## config.mk

```make
export PLATFORM = sky130hd
export DESIGN_NAME = serial_alu_seq_flat
export DESIGN_NICKNAME = d
export VERILOG_FILES = /design/src/rtl/serial_alu_seq_if.sv /design/src/rtl/serial_alu_seq.sv /design/src/flat_wrapper.sv
export SDC_FILE = /design/constraint.sdc
export NUM_CORES = 1
export LEC_CHECK = 0
export ABC_CLOCK_PERIOD_IN_PS = 2100
export CAP_MARGIN = 10
export CORE_MARGIN = 5
export CORE_UTILIZATION = 45
export CTS_CLUSTER_DIAMETER = 50
export CTS_CLUSTER_SIZE = 8
export DETAILED_ROUTE_END_ITERATION = 8
export DONT_BUFFER_PORTS = 1
export GPL_ROUTABILITY_DRIVEN = 0
export GPL_TIMING_DRIVEN = 0
export SYNTH_ARGS = -nofsm -noshare
export SYNTH_HDL_FRONTEND = slang
export SYNTH_SLANG_ARGS = --single-unit
```

## constraint.sdc

```tcl
create_clock -name clk -period 2.1 [get_ports clk]
set_input_delay 0.525 -clock clk [delete_from_list [all_inputs] [get_ports clk]]
set_output_delay 0.525 -clock clk [all_outputs]
set_load 0.05 [all_outputs]
```

## src/rtl/serial_alu_seq_if.sv

```systemverilog
// serial_alu_seq_if: operand/result handshake and 1-bit ALU slice hookup for serial_alu_seq
// Optional zero flag present when SERIAL_ALU_ZERO_FLAG_EN is defined.
interface serial_alu_seq_if #(parameter int WIDTH = 8);
  logic start;
  logic [2:0] mode;
  logic [WIDTH-1:0] op_a;
  logic [WIDTH-1:0] op_b;
  logic cin;
  logic [2:0] alu_m;
  logic alu_a;
  logic alu_b;
  logic alu_c;
  logic alu_out;
  logic alu_next;
  logic busy;
  logic done;
  logic cout;
  logic [WIDTH-1:0] result;
`ifdef SERIAL_ALU_ZERO_FLAG_EN
  logic zero;
`endif
  modport slave (
    input start, mode, op_a, op_b, cin, alu_out, alu_next,
    output alu_m, alu_a, alu_b, alu_c, busy, done, cout, result
`ifdef SERIAL_ALU_ZERO_FLAG_EN
    , output zero
`endif
  );
  modport master (
    output start, mode, op_a, op_b, cin, alu_out, alu_next,
    input alu_m, alu_a, alu_b, alu_c, busy, done, cout, result
`ifdef SERIAL_ALU_ZERO_FLAG_EN
    , input zero
`endif
  );
endinterface

```

## src/rtl/serial_alu_seq.sv

```systemverilog
// serial_alu_seq: bit-serial sequencer driving an external 1-bit ALU slice, LSB first
// Define SERIAL_ALU_ZERO_FLAG_EN to add the sticky zero flag output.
module serial_alu_seq #(
  parameter int WIDTH = 8
) (
  input logic clk,
  input logic rst,
  serial_alu_seq_if.slave bus
);
  localparam int CW = $clog2(WIDTH) + 1;
  typedef enum logic [1:0] {IDLE, SHIFT, DONE} state_t;
  state_t state, state_nx;
  logic [WIDTH-1:0] a_sh, b_sh, res;
  logic [CW-1:0] cnt;
  logic [2:0] mode_q;
  logic carry;
  logic accept, last;
  assign accept = bus.start && state != SHIFT;
  assign last = state == SHIFT && cnt == CW'(WIDTH - 1);
  always_ff @(posedge clk or posedge rst)
    if (rst) state <= IDLE;
    else state <= state_nx;
  always_comb begin
    state_nx = state == SHIFT ? (last ? DONE : SHIFT) : (bus.start ? SHIFT : IDLE);
  end
  always_comb begin
    bus.busy = state == SHIFT;
    bus.done = state == DONE;
    bus.alu_a = state == SHIFT ? a_sh[0] : 1'b0;
    bus.alu_b = state == SHIFT ? b_sh[0] : 1'b0;
    bus.alu_c = state == SHIFT ? carry : 1'b0;
    bus.alu_m = mode_q;
    bus.cout = carry;
    bus.result = res;
  end
  always_ff @(posedge clk or posedge rst) begin
    if (rst) begin
      a_sh <= '0;
      b_sh <= '0;
      res <= '0;
      cnt <= '0;
      mode_q <= '0;
      carry <= 1'b0;
    end else if (accept) begin
      a_sh <= bus.op_a;
      b_sh <= bus.op_b;
      res <= '0;
      cnt <= '0;
      mode_q <= bus.mode;
      carry <= bus.cin;
    end else if (state == SHIFT) begin
      a_sh <= a_sh >> 1;
      b_sh <= b_sh >> 1;
      res <= {bus.alu_out, res[WIDTH-1:1]};
      cnt <= cnt + CW'(1);
      carry <= bus.alu_next;
    end
  end
`ifdef SERIAL_ALU_ZERO_FLAG_EN
  logic seen_one, zero_q;
  // zero is resolved on the last shift so it is stable for the whole hold period
  always_ff @(posedge clk or posedge rst) begin
    if (rst) begin
      seen_one <= 1'b0;
      zero_q <= 1'b0;
    end else if (accept) begin
      seen_one <= 1'b0;
      zero_q <= 1'b0;
    end else if (state == SHIFT) begin
      seen_one <= seen_one | bus.alu_out;
      zero_q <= last ? ~(seen_one | bus.alu_out) : zero_q;
    end
  end
  assign bus.zero = zero_q;
`endif
endmodule

```

## src/flat_wrapper.sv

```systemverilog
// flat-port wrapper written by rule: the top's interface ports become plain ports
module serial_alu_seq_flat 
#(
  parameter int WIDTH = 8
)
  (clk, rst, bus_start, bus_mode, bus_op_a, bus_op_b, bus_cin, bus_alu_out, bus_alu_next, bus_alu_m, bus_alu_a, bus_alu_b, bus_alu_c, bus_busy, bus_done, bus_cout, bus_result);
  serial_alu_seq_if #(.WIDTH(WIDTH)) bus_i ();
  input logic clk;
  input logic rst;
  input wire logic [$bits(bus_i.start)-1:0] bus_start;
  input wire logic [$bits(bus_i.mode)-1:0] bus_mode;
  input wire logic [$bits(bus_i.op_a)-1:0] bus_op_a;
  input wire logic [$bits(bus_i.op_b)-1:0] bus_op_b;
  input wire logic [$bits(bus_i.cin)-1:0] bus_cin;
  input wire logic [$bits(bus_i.alu_out)-1:0] bus_alu_out;
  input wire logic [$bits(bus_i.alu_next)-1:0] bus_alu_next;
  output wire logic [$bits(bus_i.alu_m)-1:0] bus_alu_m;
  output wire logic [$bits(bus_i.alu_a)-1:0] bus_alu_a;
  output wire logic [$bits(bus_i.alu_b)-1:0] bus_alu_b;
  output wire logic [$bits(bus_i.alu_c)-1:0] bus_alu_c;
  output wire logic [$bits(bus_i.busy)-1:0] bus_busy;
  output wire logic [$bits(bus_i.done)-1:0] bus_done;
  output wire logic [$bits(bus_i.cout)-1:0] bus_cout;
  output wire logic [$bits(bus_i.result)-1:0] bus_result;
  assign bus_i.start = bus_start;
  assign bus_i.mode = bus_mode;
  assign bus_i.op_a = bus_op_a;
  assign bus_i.op_b = bus_op_b;
  assign bus_i.cin = bus_cin;
  assign bus_i.alu_out = bus_alu_out;
  assign bus_i.alu_next = bus_alu_next;
  assign bus_alu_m = bus_i.alu_m;
  assign bus_alu_a = bus_i.alu_a;
  assign bus_alu_b = bus_i.alu_b;
  assign bus_alu_c = bus_i.alu_c;
  assign bus_busy = bus_i.busy;
  assign bus_done = bus_i.done;
  assign bus_cout = bus_i.cout;
  assign bus_result = bus_i.result;
  serial_alu_seq #(.WIDTH(WIDTH)) u_core (.clk(clk), .rst(rst), .bus(bus_i));
endmodule
```

After elaboration in Yosys (flattened, before gate mapping) --
Index checks and enable logic that the tools add are counted.
Storage, ports and cells: register bits 34, bits of input ports 25, output and inout port bits 17, word-level logic and storage cells 31
Operators by class: eq/ne operators 4, add/subtract/negate cells 1, reduce and logical (&&, ||, !) cells 3, muxes and demuxes 16
Operator list (count):
- 8-bit 2-to-1 mux | 6
- 4-bit 2-to-1 mux | 2
- 1-bit 2-to-1 mux | 6
- 4-bit by 1-bit adder with 4-bit output (second input constant) | 1
- 4-bit by 3-bit == test with 1-bit output (second input constant) | 1
- 2-bit 2-to-1 mux | 2
- 2-bit by 1-bit == test with 1-bit output (second input constant) | 1
- 2-bit == test (second input constant) | 1
- 1-bit logical AND | 2
- 2-bit by 1-bit != test with 1-bit output (second input constant) | 1
- 2-bit nonzero test | 1

Longest topological paths before layout --
Gate-level depths: netlist (run 1).
depth in word-level cells 4, depth in mapped cells 6, gate-level depth less buffers 4

Worst setup path before layout (run 1) --
No wires, ideal clock.
kind flip-flop to output port, start register u_core.carry, in the netlist u_core.bus.cout, end output bus_alu_c, buffers on the path 0, setup slack 0.456 ns, cell stages (with the launch flop) 2, data required time 1.575 ns, arrival time 1.119 ns, path through dfrtp_1 and2_1
Between the ends: word-level cells in the longest chain between the ends 1
RTL lines:
- start, declared | RTL line serial_alu_seq.sv:16 | logic carry;
- start signal, assigned | RTL line serial_alu_seq.sv:50 | carry <= bus.cin;
- start signal, assigned | RTL line serial_alu_seq.sv:56 | carry <= bus.alu_next;
- 1-bit 2-to-1 mux | RTL line serial_alu_seq.sv:31 | bus.alu_c = state == SHIFT ? carry : 1'b0;
- end, declared | RTL line flat_wrapper.sv:20 | output wire logic [$bits(bus_i.alu_c)-1:0] bus_alu_c;
Every way passes these cells.

Worst setup path after layout (run 1) --
start register u_core.state[1], end output bus_alu_a
Between the ends: word-level cells in the longest chain between the ends 2
RTL lines:
- start, declared | RTL line serial_alu_seq.sv:12 | state_t state, state_nx;
- start signal, assigned | RTL line serial_alu_seq.sv:22 | else state <= state_nx;
- 2-bit by 1-bit == test with 1-bit output | RTL line serial_alu_seq.sv:29 | bus.alu_a = state == SHIFT ? a_sh[0] : 1'b0;
- 1-bit 2-to-1 mux | RTL line serial_alu_seq.sv:29
- end, declared | RTL line flat_wrapper.sv:18 | output wire logic [$bits(bus_i.alu_a)-1:0] bus_alu_a;
Every way passes these cells.

==> metrics.txt, run 1 <==
# TYPE chip_impl_metric gauge
chip_impl_metric{name="syn_area",unit="mm^2"} 0.00156
chip_impl_metric{name="antenna_found_initial",unit=""} 0
chip_impl_metric{name="cts_htree_levels",unit=""} 2
chip_impl_metric{name="worst-endpoint-arrival",unit="ns"} 1.42
chip_impl_metric{name="post_route_cells_drive_above_1_share",unit="%"} 16.7
chip_impl_info{name="final_cell_mix",value="34 x dfrtp_1, 27 x nand2_1, 18 x mux2i_1, 18 x o21ai_0, 9 x nand2b_1"} 1
chip_impl_metric{name="synth.ff_latch_count",unit=""} 34
chip_impl_metric{name="drv.max_cap_violation_count",unit=""} 0
chip_impl_metric{name="power.ir.vdd_worst",unit="uV"} 884
chip_impl_metric{name="min_period",unit="ns"} 1.95
chip_impl_info{name="clock_tree_from_tritoncts",value="yes"} 1
chip_impl_metric{name="leakagePower",unit="nW"} 0.805
chip_impl_metric{name="clk_pin_slew_worst_paths",unit="ns"} 0.09
chip_impl_metric{name="synth.lib_cells_used.distinct",unit=""} 25
chip_impl_metric{name="avgSynthCellArea",unit="um^2"} 10.9
chip_impl_metric{name="worstSkewPairLatency",unit="ns"} 0.33
chip_impl_metric{name="detail-route-antenna-nets",unit=""} 0
chip_impl_metric{name="placeableCoreArea",unit="mm^2"} 0.00334
chip_impl_metric{name="hpwlAfterDp",unit="um"} 2330
chip_impl_metric{name="final_net_count",unit=""} 177
chip_impl_metric{name="nFillCells",unit=""} 327
chip_impl_metric{name="n_antenna_cell",unit=""} 0
chip_impl_info{name="critical_path.top_delay_family",value="simple AND/OR/NAND/NOR gates"} 1
chip_impl_info{name="run_status",value="completed"} 1
chip_impl_metric{name="worst_path_required",unit="ns"} 1.57
chip_impl_metric{name="clock_tree.buffer_depth",unit=""} 2
chip_impl_metric{name="grt_start_max_net_pins",unit=""} 19
chip_impl_metric{name="worst_setup_slack_after_layout",unit="ns"} 0.155
chip_impl_metric{name="fin_worst_skew",unit="ns"} 0.00373
chip_impl_metric{name="endpoints_failing_setup",unit=""} 0
chip_impl_metric{name="route.vias.total",unit=""} 1010
chip_impl_metric{name="gr-total-overflow",unit=""} 0
chip_impl_info{name="mostFrequentLayoutCell",value="dfrtp_1"} 1
chip_impl_metric{name="die_h",unit="um"} 68.8
chip_impl_metric{name="p_total",unit="mW"} 2.88
chip_impl_metric{name="drt-initial-drc-count",unit=""} 54
chip_impl_metric{name="final-max-slew-violation-count",unit=""} 0
chip_impl_metric{name="synth_top_area_share",unit="%"} 54.7
chip_impl_metric{name="path_max_fanout",unit=""} 10
chip_impl_metric{name="clock_buffer_count_from_cts",unit=""} 5
chip_impl_metric{name="cts_sinks",unit=""} 34
chip_impl_metric{name="drt_wl_total",unit="um"} 3120
chip_impl_metric{name="post-place-ws",unit="ns"} 0.371
chip_impl_metric{name="yosysSeqAreaShare",unit="%"} 54.7
chip_impl_metric{name="timing.final.crit_share",unit="%"} 92.6
chip_impl_metric{name="track_usage",unit="%"} 15.5
chip_impl_info{name="cts.root.buffer_cell",value="clkbuf_4"} 1
chip_impl_metric{name="die_extent_in_x",unit="um"} 68.8
chip_impl_info{name="synth.top_cells.by_area",value="dfrtp_1 55%, mux2i_1 12%, nand2_1 6.5%"} 1
chip_impl_info{name="timing_worst_setup_path_type",value="reg -> out"} 1
chip_impl_metric{name="synth.net_count",unit=""} 169
chip_impl_metric{name="r2r_setup_slack",unit="ns"} 0.81
chip_impl_metric{name="drcViolationCount",unit=""} 0
chip_impl_metric{name="rows",unit=""} 21
chip_impl_info{name="synth.largest_area_cell",value="dfrtp_1"} 1
chip_impl_info{name="path_cells",value="nand2b_4 -> inv_6 -> buf_8 -> and2_2"} 1
chip_impl_metric{name="post_drt_wl_per_cell",unit="um"} 15.9
chip_impl_info{name="critical_path.slowest_cell",value="dfrtp_1"} 1
chip_impl_metric{name="design.portCount",unit=""} 42
chip_impl_metric{name="count_of_buffer_and_inverter_cells_on_the_critical_path",unit=""} 2
chip_impl_metric{name="power_per_cell_area",unit="mW/mm^2"} 1700
chip_impl_info{name="cp_startpoint_kind",value="flop"} 1
chip_impl_metric{name="cts.hold.buffers_added",unit=""} 0
chip_impl_metric{name="place.port_buffers",unit=""} 0
chip_impl_metric{name="worst_hold_slack",unit="ns"} 0.209
chip_impl_metric{name="finalHoldViolations",unit=""} 0
chip_impl_metric{name="floorplan.initialDensity",unit="%"} 46.6
chip_impl_metric{name="cp_slowest_stage_delay",unit="ns"} 0.39
chip_impl_metric{name="post_drt_via_cell_ratio",unit=""} 5.15
chip_impl_metric{name="grt_pass1_vias",unit=""} 1102
chip_impl_metric{name="area_growth_syn_to_layout",unit="%"} 9.01
chip_impl_metric{name="postSynthCellCount",unit=""} 143
chip_impl_metric{name="setup_total_negative_slack",unit="ns"} 0
chip_impl_metric{name="global_route_wire_length_before_repair",unit="um"} 5220
chip_impl_metric{name="synth-warning-count",unit=""} 0
chip_impl_metric{name="timing.slew.headroom",unit="%"} 49.6
chip_impl_metric{name="dieArea",unit="mm^2"} 0.00473
chip_impl_metric{name="tightest_slew",unit="ns"} 0.755
chip_impl_info{name="min-delay-path-class",value="in -> async"} 1
chip_impl_metric{name="max_freq",unit="GHz"} 0.514
chip_impl_metric{name="dr.pass1.iters",unit=""} 4
chip_impl_info{name="grt_setup_unrepaired",value="false"} 1
chip_impl_info{name="critical_path.endpoint_type",value="output port"} 1
-- where the power goes --
group | internal, mW | total [mW] | switching [mW]
clock network | 0.151 | 0.348 | 0.198
registers | 0.904 | 1.45 | 0.542
logic | 0.406 | 1.08 | 0.676
total | 1.46 | 2.88 | 1.41
-- final timing paths --
path	end	depth (start not counted)	start
min in group clk	u_core.bus.result[7]	2	bus_alu_out
setup / recovery	bus_alu_a	4	u_core.state[1]
hold reg to reg	u_core.a_sh[0]	2	u_core.a_sh[1]
hold / removal	u_core.bus.alu_m[0]	1	rst
setup reg to reg	u_core.b_sh[4]	4	u_core.state[1]
max in group asynchronous	u_core.b_sh[2]	2	rst
-- what timing repair did --
| item | CTS | global route |
|---|---|---|
| pin swaps | 0 | 0 |
| cloned | 0 | 0 |
| resized for setup | 2 | 1 |
| setup buffers | 0 | 0 |
| endpoints found under the setup margin | 2 | 1 |
-- synthesized netlist by cell type --
cell,count
dfrtp_1,34
nand2_1,27
mux2i_1,18
o21ai_0,18
nand2b_1,9
o21ai_1,6
buf_4,4
mux2_2,4
and2_1,3
nor2_1,3
clkbuf_1,2
nor3_1,2
a211o_1,1
and2b_1,1
and3_1,1
buf_2,1
buf_6,1
buf_8,1
ha_1,1
inv_1,1
inv_6,1
mux2_4,1
nand2b_4,1
nand3_1,1
nor2_4,1
-- metal layers --
layer / up-vias / GRT usage, % / routed length, um
met2: 27 / 24.1 / 1510
met1: 481 / 18.2 / 1310
met3: 5 / 6.48 / 264
met5: - / 0 / 0
li1: 497 / - / -
met4: 0 / 8.03 / 40
-- cell type report --
type	count	area [um^2]	area share, %
Multi-Input combinational cell	98	627	37.0
Tap cell	46	57.6	3.39
Clock buffer	6	51.3	3.03
Timing Repair Buffer	1	27.5	1.62
Sequential cell	34	851	50.2
Inverter	2	12.5	0.738
Buffer	9	68.8	4.06
-- state kept, by name, indices dropped and copies added (netlist names) --
register and flops:
u_core.state 2, u_core.a_sh 8, u_core.b_sh 8, u_core.cnt 4, u_core.bus.result 8, u_core.bus.cout 1
u_core.bus.alu_m 3
-- cells by family after synthesis --
family	count (synthesis)	synth area share [%]
flops	34	54.7
fa+ha+maj	1	0.804
buf+inv	11	5.23
simple gates	49	15.5
mux	23	15.4
compound gates	25	8.29
-- per-stage QoR --
step,util (%),cell area (um^2),std cells
final,50.8,1700,196
after global placement,48.3,1610,189
after detailed placement,49.2,1640,190
after CTS,50.8,1690,196
after floorplan,-,1560,143
after global routing,50.8,1700,196
No activity file was read; power rests on OpenSTA's default activity.
==> inputs of run 2 (changes only) <==
--- a/config.mk
+++ b/config.mk
@@ -9,7 +9,7 @@
 export CAP_MARGIN = 10
 export CORE_MARGIN = 5
 export CORE_UTILIZATION = 45
-export CTS_CLUSTER_DIAMETER = 50
+export CTS_CLUSTER_DIAMETER = 200
 export CTS_CLUSTER_SIZE = 8
 export DETAILED_ROUTE_END_ITERATION = 8
 export DONT_BUFFER_PORTS = 1
==> results of run 2 <==
The final DEF is identical to that of run 1; final timing and power are the same.
==> inputs of run 3 (changes only) <==
--- a/config.mk
+++ b/config.mk
@@ -6,15 +6,18 @@
 export NUM_CORES = 1
 export LEC_CHECK = 0
 export ABC_CLOCK_PERIOD_IN_PS = 2100
-export CAP_MARGIN = 10
+export CELL_PAD_IN_SITES_DETAIL_PLACEMENT = 1
+export CELL_PAD_IN_SITES_GLOBAL_PLACEMENT = 2
 export CORE_MARGIN = 5
-export CORE_UTILIZATION = 45
+export CORE_UTILIZATION = 41
 export CTS_CLUSTER_DIAMETER = 200
 export CTS_CLUSTER_SIZE = 8
 export DETAILED_ROUTE_END_ITERATION = 8
 export DONT_BUFFER_PORTS = 1
 export GPL_ROUTABILITY_DRIVEN = 0
 export GPL_TIMING_DRIVEN = 0
+export PLACE_DENSITY_LB_ADDON = 0.1
 export SYNTH_ARGS = -nofsm -noshare
 export SYNTH_HDL_FRONTEND = slang
 export SYNTH_SLANG_ARGS = --single-unit
+export TNS_END_PERCENT = 1
==> metrics.txt, run 3 (synthesis gave the netlist of run 1 again) <==
# TYPE chip_impl_metric gauge
chip_impl_info{name="run_status",value="completed"} 1
chip_impl_info{name="grt_setup_unrepaired",value="false"} 1
chip_impl_info{name="cts.root.buffer_cell",value="clkbuf_8"} 1
chip_impl_metric{name="die_h",unit="um"} 71.6
chip_impl_metric{name="leakagePower",unit="nW"} 0.797
chip_impl_metric{name="drcViolationCount",unit=""} 0
chip_impl_metric{name="path_max_fanout",unit=""} 10
chip_impl_info{name="r2r_start",value="u_core.state[1]"} 1
chip_impl_metric{name="post_drt_via_cell_ratio",unit=""} 5.15
chip_impl_info{name="critical_path.endpoint_type",value="output port"} 1
chip_impl_metric{name="final-max-slew-violation-count",unit=""} 0
chip_impl_metric{name="worst_hold_slack",unit="ns"} 0.241
chip_impl_info{name="cp_startpoint_kind",value="flop"} 1
chip_impl_info{name="clock_tree_from_tritoncts",value="yes"} 1
chip_impl_metric{name="cts_htree_levels",unit=""} 2
chip_impl_metric{name="rows",unit=""} 22
chip_impl_metric{name="worstSkewPairLatency",unit="ns"} 0.28
chip_impl_metric{name="rr_worst_depth",unit=""} 6
chip_impl_metric{name="clock_tree.buffer_depth",unit=""} 2
chip_impl_metric{name="post_cts.resized_instances",unit=""} 0
chip_impl_info{name="min-delay-path-class",value="in -> async"} 1
chip_impl_metric{name="drt_wl_total",unit="um"} 3290
chip_impl_metric{name="worst-endpoint-arrival",unit="ns"} 1.49
chip_impl_metric{name="post-cts-setup-buffers",unit=""} 0
chip_impl_metric{name="detail-route-antenna-nets",unit=""} 0
chip_impl_metric{name="grt_pass1_vias",unit=""} 1156
chip_impl_metric{name="timing.final.crit_share",unit="%"} 96.0
chip_impl_metric{name="drt-initial-drc-count",unit=""} 43
chip_impl_metric{name="post_layout_nonfiller_instances",unit=""} 198
chip_impl_metric{name="drv.max_cap_violation_count",unit=""} 0
chip_impl_info{name="timing_worst_setup_path_type",value="reg -> out"} 1
chip_impl_metric{name="grt_start_max_net_pins",unit=""} 35
chip_impl_metric{name="placeableCoreArea",unit="mm^2"} 0.00366
chip_impl_metric{name="multi_input_area",unit="um^2"} 623
chip_impl_metric{name="layout.area.seq",unit="um^2"} 851
chip_impl_metric{name="dieArea",unit="mm^2"} 0.00513
chip_impl_metric{name="timing.slew.headroom",unit="%"} 52.4
chip_impl_metric{name="worst_path_required",unit="ns"} 1.57
chip_impl_metric{name="cts_sinks",unit=""} 34
chip_impl_metric{name="dp.cells",unit=""} 191
chip_impl_metric{name="n_antenna_cell",unit=""} 0
chip_impl_metric{name="gr-total-overflow",unit=""} 0
chip_impl_metric{name="power.ir.vdd_worst",unit="uV"} 458
chip_impl_metric{name="final_net_count",unit=""} 176
chip_impl_metric{name="fin_worst_skew",unit="ns"} 0.00391
chip_impl_metric{name="antenna_found_initial",unit=""} 0
chip_impl_metric{name="place.port_buffers",unit=""} 0
chip_impl_metric{name="power_per_cell_area",unit="mW/mm^2"} 1750
chip_impl_metric{name="design.portCount",unit=""} 42
chip_impl_metric{name="max_freq",unit="GHz"} 0.496
chip_impl_metric{name="setup_total_negative_slack",unit="ns"} 0
chip_impl_metric{name="tightest_slew",unit="ns"} 0.713
chip_impl_metric{name="dr.pass1.iters",unit=""} 4
chip_impl_metric{name="area_growth_syn_to_layout",unit="%"} 8.77
chip_impl_metric{name="min_period",unit="ns"} 2.02
chip_impl_metric{name="nFillCells",unit=""} 408
chip_impl_metric{name="finalHoldViolations",unit=""} 0
chip_impl_metric{name="floorplan.initialDensity",unit="%"} 42.5
chip_impl_metric{name="r2r_setup_slack",unit="ns"} 0.80
chip_impl_metric{name="track_usage",unit="%"} 14.4
chip_impl_metric{name="post_drt_wl_per_cell",unit="um"} 16.6
chip_impl_metric{name="global_route_wire_length_before_repair",unit="um"} 5680
chip_impl_metric{name="cts.hold.buffers_added",unit=""} 0
chip_impl_info{name="reg2reg_to",value="u_core.bus.result[6]"} 1
chip_impl_metric{name="clk_pin_slew_worst_paths",unit="ns"} 0.06
chip_impl_metric{name="post_route_cells_drive_above_1_share",unit="%"} 14.0
chip_impl_metric{name="endpoints_failing_setup",unit=""} 0
chip_impl_metric{name="route.vias.total",unit=""} 1020
chip_impl_info{name="final_cell_mix",value="34 x dfrtp_1, 27 x nand2_1, 18 x mux2i_1, 18 x o21ai_0, 9 x nand2b_1"} 1
chip_impl_metric{name="clock_buffer_count_from_cts",unit=""} 5
chip_impl_metric{name="hpwlAfterDp",unit="um"} 2370
chip_impl_metric{name="final_core_util",unit="%"} 46.2
chip_impl_metric{name="die_extent_in_x",unit="um"} 71.6
chip_impl_info{name="mostFrequentLayoutCell",value="dfrtp_1"} 1
run 3: cell count changes in the layout (fill, tap and decap cells not counted):
cell      before  now
inv_1          1    0
clkbuf_4       5    0
buf_16         1    0
clkbuf_8       1    5
clkbuf_1       2    4
and2_2         3    0
and2_1         0    3
inv_2          0    1
run 3: worst max-delay path by stage:
stage,from,endpoint,slack (ns),depth (start not counted)
2_1_floorplan,u_core.bus.cout,bus_alu_c,0.46,1
3_3_place_gp,u_core.state[1],bus_alu_b,0.37,4
3_5_place_dp,u_core.state[1],bus_alu_b,0.36,4
4_1_cts,u_core.state[1],bus_alu_b,0.05,4
5_1_grt,u_core.state[1],bus_alu_b,0.02,4
6_report,u_core.state[1],bus_alu_b,0.08,4
run 3: cell type report:
cell class | instances | area share (%)
plain buffers | 9 | 4.07
well taps | 48 | 3.55
multi-input cells | 98 | 36.8
clock buffers | 7 | 4.51
flip-flops and latches | 34 | 50.3
inverters | 2 | 0.740
run 3: layer usage:
layer	track usage, %	vias up	part of all wire [%]
met3	5.75	5	6.8
met4	5.01	0	1.5
met5	0	-	0
met2	23.4	26	50
met1	17.3	503	42
li1	-	486	-
run 3: worst max-delay path, stage by stage, from the launching register on:
cell and delay [ns]:
dfrtp_1 0.37, nand2b_4 0.17, inv_6 0.08, buf_8 0.13, and2_1 0.45
run 3: where the power goes:
group          total, mW  switching, mW  internal, mW  leakage (nW)
clock network      0.441          0.213         0.228        0.0383
registers           1.44          0.536         0.906         0.434
logic               1.07          0.681         0.392         0.325
total               2.96           1.43          1.53         0.797
run 3: through the flow:
stage               power, mW  cell area (um^2)  setup slack, ns
floorplan                2.31              1560            0.456
global placement         2.51              1620            0.370
detailed placement       2.56              1620            0.364
CTS                      3.02              1690           0.0481
global route             3.20              1690           0.0158
finish                   2.96              1690           0.0843
